## config.mk

```make
export PLATFORM = sky130hd
export DESIGN_NAME = instruction_loader
export DESIGN_NICKNAME = d
export VERILOG_FILES = /design/src/rtl/instruction_loader.sv
export SDC_FILE = /design/constraint.sdc
export NUM_CORES = 1
export LEC_CHECK = 0
export CORE_ASPECT_RATIO = 1.2
export CORE_MARGIN = 2
export CORE_UTILIZATION = 25
export DETAILED_ROUTE_END_ITERATION = 16
export PLACE_DENSITY = 0.8
export SLEW_MARGIN = 10
export SYNTH_ARGS = -nofsm -noshare
export SYNTH_HDL_FRONTEND = slang
export SYNTH_SLANG_ARGS = --single-unit
```

## constraint.sdc

```tcl
create_clock -name clock -period 2.18 [get_ports clock]
set_input_delay 0.436 -clock clock [delete_from_list [all_inputs] [get_ports clock]]
set_output_delay 0.436 -clock clock [all_outputs]
set_load 0.02 [all_outputs]
```

## src/rtl/instruction_loader.sv

```systemverilog
// Instruction RAM owner: streams a bootstrap program into RAM, then hands the address port to the CPU PC.
// Optional LOADER_CHECKSUM_EN: the loadLast word is an XOR checksum of the load and is not written.
module instruction_loader #(
    parameter int unsigned DEPTH      = 1024,
    parameter int unsigned ADDR_WIDTH = 10,
    parameter logic [31:0] NOP_WORD   = 32'h5C000000
) (
    input  logic                  clock,
    input  logic                  reset,
    input  logic                  loadStart,
    input  logic                  loadValid,
    input  logic [31:0]           loadData,
    input  logic                  loadLast,
    output logic                  loadReady,
    input  logic [ADDR_WIDTH-1:0] fetchAddress,
    output logic [31:0]           instruction,
    output logic                  cpuStall,
    output logic [ADDR_WIDTH-1:0] ramAddress,
    output logic [31:0]           ramWriteData,
    output logic                  ramWriteEnable,
    input  logic [31:0]           ramReadData,
    output logic [ADDR_WIDTH:0]   loadCount,
    output logic                  loadDone,
    output logic                  loadError
);

    localparam int unsigned CW = ADDR_WIDTH + 1;

    typedef enum logic [2:0] {IDLE, LOAD, FLUSH, RUN, ERROR} state_t;

    state_t        state;
    logic [CW-1:0] count;
    logic          accept;
    logic          at_limit;
    logic          write_word;

    // loadStart wins over a word presented in the same cycle
    assign accept   = (state == LOAD) && loadValid && !loadStart;
    assign at_limit = (count == CW'(DEPTH - 1));

`ifdef LOADER_CHECKSUM_EN
    logic [31:0] xor_acc;
    logic        sum_ok;

    assign sum_ok     = (loadData == xor_acc);
    assign write_word = accept && !loadLast;

    always_ff @(posedge clock or negedge reset) begin
        if (!reset) begin
            state   <= IDLE;
            count   <= '0;
            xor_acc <= '0;
        end else if (loadStart) begin
            state   <= LOAD;
            count   <= '0;
            xor_acc <= '0;
        end else begin
            case (state)
                LOAD: begin
                    if (loadValid) begin
                        if (loadLast) begin
                            state <= sum_ok ? FLUSH : ERROR;
                        end else begin
                            count   <= count + CW'(1);
                            xor_acc <= xor_acc ^ loadData;
                            if (at_limit) state <= ERROR;
                        end
                    end
                end
                FLUSH:   state <= RUN;
                default: state <= state;
            endcase
        end
    end
`else
    assign write_word = accept;

    always_ff @(posedge clock or negedge reset) begin
        if (!reset) begin
            state <= IDLE;
            count <= '0;
        end else if (loadStart) begin
            state <= LOAD;
            count <= '0;
        end else begin
            case (state)
                LOAD: begin
                    if (loadValid) begin
                        count <= count + CW'(1);
                        if (loadLast)      state <= FLUSH;
                        else if (at_limit) state <= ERROR;
                    end
                end
                FLUSH:   state <= RUN;
                default: state <= state;
            endcase
        end
    end
`endif

    // Status and RAM port decode from the state register
    assign cpuStall       = (state != RUN);
    assign loadReady      = (state == LOAD);
    assign loadDone       = (state == RUN);
    assign loadError      = (state == ERROR);
    assign loadCount      = count;
    assign instruction    = (state == RUN) ? ramReadData : NOP_WORD;
    assign ramWriteEnable = write_word;
    assign ramWriteData   = write_word ? loadData : 32'h0;
    assign ramAddress     = write_word     ? count[ADDR_WIDTH-1:0] :
                            (state == RUN) ? fetchAddress : '0;

endmodule
```

==> results.md <==
* Status: finished, final reports clean
* Crit. End Element: output port
* Max incr delay on CP at 0.40 ns
* Mapped cell area at 1280 um2
* Max Cap Viol at 0
* Die H at 82.4 um
* Most frequent cells in the layout: 88 x clkdlybuf4s50_1, 60 x and2_1, 37 x dlygate4sd2_1, 23 x buf_2
* PortBufs at 168
* Largest net degree at the start of global routing at 36
* DR vias/cell at 4.69
* Syn Inst Count at 161
* R2R Path Start: loadCount[0]
* HPWL after DPL at 4470 um
* Simple-gate share of the synthesized area at 0.461
* Cell variety after synth at 31
* Largest family of logic cells by synthesized area: simple AND/OR/NAND/NOR gates
* Worst Path Arrival at 1.67 ns
* Final Non-Filler Cells at 391
* Post-synth EDFFs at 0
* Antenna violations before repair at 0
* Via count at 1834
* Worst path cell trace: nand4bb_4, nor2_4, buf_4, buf_12, and2_1, clkbuf_2
* Clk pin slew, worst setup/hold paths at 0.06 ns
* Fillers at 484
* Pwr Total at 0.995 mW
* Clock sinks at 14
* Worst reg2reg setup slack at 0.43 ns
* Initial DRC Count at 28
* Clk_skew at 0.00472 ns
* Residual DRC count at 0
* Commonest non-fill, non-tap cell in the layout: clkdlybuf4s50_1
* Placed Cells incl. Taps at 385
* RSZ-0062 raised after global routing: yes
* FFs w/ async S/R, synth at 1.00
* DRT antenna net count at 0
* Core area at 4940 um2
* Synth Area in Compound Gates at 0.161
* Share of cells above drive strength 1 at 0.184
* Avg Cell Area, Syn at 7.95 um2
* #FFs+latches synth at 14
* Final Worst Setup Slack at 0.0749 ns
* Critical path launch point type: register
* Maximum vdd drop at 0.000272 V
* Critical path class: reg2out
* Primary FF master, synth: dfrtp_1
* CP Max Fanout at 22
* Achievable Freq at 0.475 GHz
* DR WL/cell at 14.3 um
* Req. time, crit path at 1.74 ns
* Sequential share of the synthesized area at 0.274
* Clock tree from TritonCTS: built
* Max-slew violation count at 0
* P&R area growth vs syn at 130%
* Syn. warnings at 0
* CTS buffer count at 3
* Reg area at 350 um2
* Num rows at 28
* Rel. slew slack at 0.582
* Post-layout min period at 2.11 ns
* Die area at 5710 um2
* First-pass GRT wire length at 8400 um
* Die W at 69.3 um
* Slowest cell on crit path: dfrtp_1
* Tcrit/Tclk final at 0.966
* Ant. Diodes at 0
* H-tree depth at 1
* Slew @ Worst Pin at 0.625 ns
* Post-synthesis mux area share at 0.0254
* Critical Path Source: state[2]
* Area of the multi-input gates at 858 um2
* Reg2reg end: loadCount[10]
* Vias in the first global route at 1697
* Hold_ws at 0.579 ns
* # setup viols final at 0
* Leakage at 1.41 nW
* Place WS at -0.476 ns
* Syn_nets at 241
* NumNets Final at 412
* GPL Wtd Cong at 0.734
* Ports at 169
* Root buf cell: clkbuf_8
* Initial DRT Pass Iterations at 4
* Critical path capture point: ramWriteData[0]
* Adder-cell share of the synthesized area at 0.00978
* Reg2reg path depth at 4
* Grt total ovfl at 0
* Clk_lat worst skew at 0.24 ns
* Final WL at 5600 um
* Initial Util at 0.259
* Hold Fails Final Rpt at 0
* Post-synthesis xor/xnor area fraction at 0.00684
* PwrDens at 338 nW/um2
* Total track usage at 0.186
* CTS Buffer Depth at 2
* Tightest Hold Check Type: in2async
==> flip-flops by register name, indices dropped and copies added, names as in the netlist <==
signal and flops:
loadCount 11, state 3
==> area by class of cell <==
| class | instances | share of cell area |
|---|---|---|
| timing repair buffer | 179 | 0.538 |
| tap | 60 | 0.0255 |
| inverter | 5 | 0.00638 |
| clock buffer | 4 | 0.0187 |
| multi-input combinational | 129 | 0.292 |
| sequential | 14 | 0.119 |
==> where the power goes <==
part	switching [mW]	internal (mW)	total [mW]
clock	0.0918	0.160	0.252
sequential	0.0105	0.267	0.277
combinational	0.212	0.255	0.467
total	0.314	0.681	0.995
==> worst min-delay path by stage <==
| stage | from | end | slack, ns | depth (start not counted) |
|---|---|---|---|---|
| after detailed placement | loadCount[7] | loadCount[7] | 0.60 | 2 |
| after floorplan | reset | loadCount[0] | 0.14 | 0 |
| after CTS | reset | loadCount[1] | 0.61 | 1 |
| after global routing | reset | loadCount[5] | 0.64 | 1 |
| after global placement | loadCount[7] | loadCount[7] | 0.59 | 2 |
| final | reset | loadCount[1] | 0.58 | 1 |
==> metal layers <==
| layer | track usage | share of wire | vias to the layer above |
|---|---|---|---|
| li1 | - | - | 893 |
| met1 | 0.220 | 0.40 | 804 |
| met2 | 0.340 | 0.50 | 133 |
| met3 | 0.0449 | 0.10 | 4 |
| met4 | 0.0451 | 0.0079 | 0 |
| met5 | 0 | 0 | - |
==> metrics by stage <==
| stage | cell area, um2 | utilization | setup TNS (ns) |
|---|---|---|---|
| global placement | 3070 | 0.622 | -17.69 |
| finish | 2940 | 0.595 | 0 |
| CTS | 3090 | 0.625 | 0 |
| detailed placement | 3070 | 0.622 | -19.06 |
| global route | 2940 | 0.595 | -0.164 |
| floorplan | 1280 | - | 0 |
==> critical path: cells and delay by family, from the launching register on <==
kind                   cells  cell delay (ns)
AND/OR/NAND/NOR            3             0.57
flip-flops                 1             0.40
buffers and inverters      3             0.45
==> cells in the mapped netlist (2+ instances only) <==
cell type,count,share of area
a22o_1,10,0.068
a21oi_1,8,0.031
and2_1,60,0.29
nor2_1,6,0.018
o21ai_0,3,0.012
nor3_1,3,0.012
or3_1,3,0.015
o31ai_1,4,0.023
or4_1,4,0.023
inv_1,5,0.015
nor4_1,3,0.015
nand2_1,3,0.0088
dfrtp_1,14,0.27
nand2b_1,4,0.020
mux2_2,2,0.018
nand3_1,3,0.012
buf_2,3,0.012
nor2b_1,2,0.0098
clkbuf_1,8,0.023
nand4_1,2,0.0098
==> timing repair <==
item | CTS | global route
resized for setup | 163 | 28
gates cloned | 1 | 0
endpoints found under the setup margin | 77 | 32
pin swaps | 1 | 0
hold buffers | 0 | 0
endpoints found under the hold margin | 0 | 0
setup buffers | 1 | 0
==> cell families (layout without fill, tap and decap cells) <==
family,Yosys count,after routing
muxes,3,3
xor gates and xnor gates,1,1
and+or+nand+nor,95,95
DFF,14,14
buffers and inverters,18,188
AOI/OAI and AO/OA,29,29
adders and majority gates,1,1
Note: power is estimated with default switching activity, not from simulation.
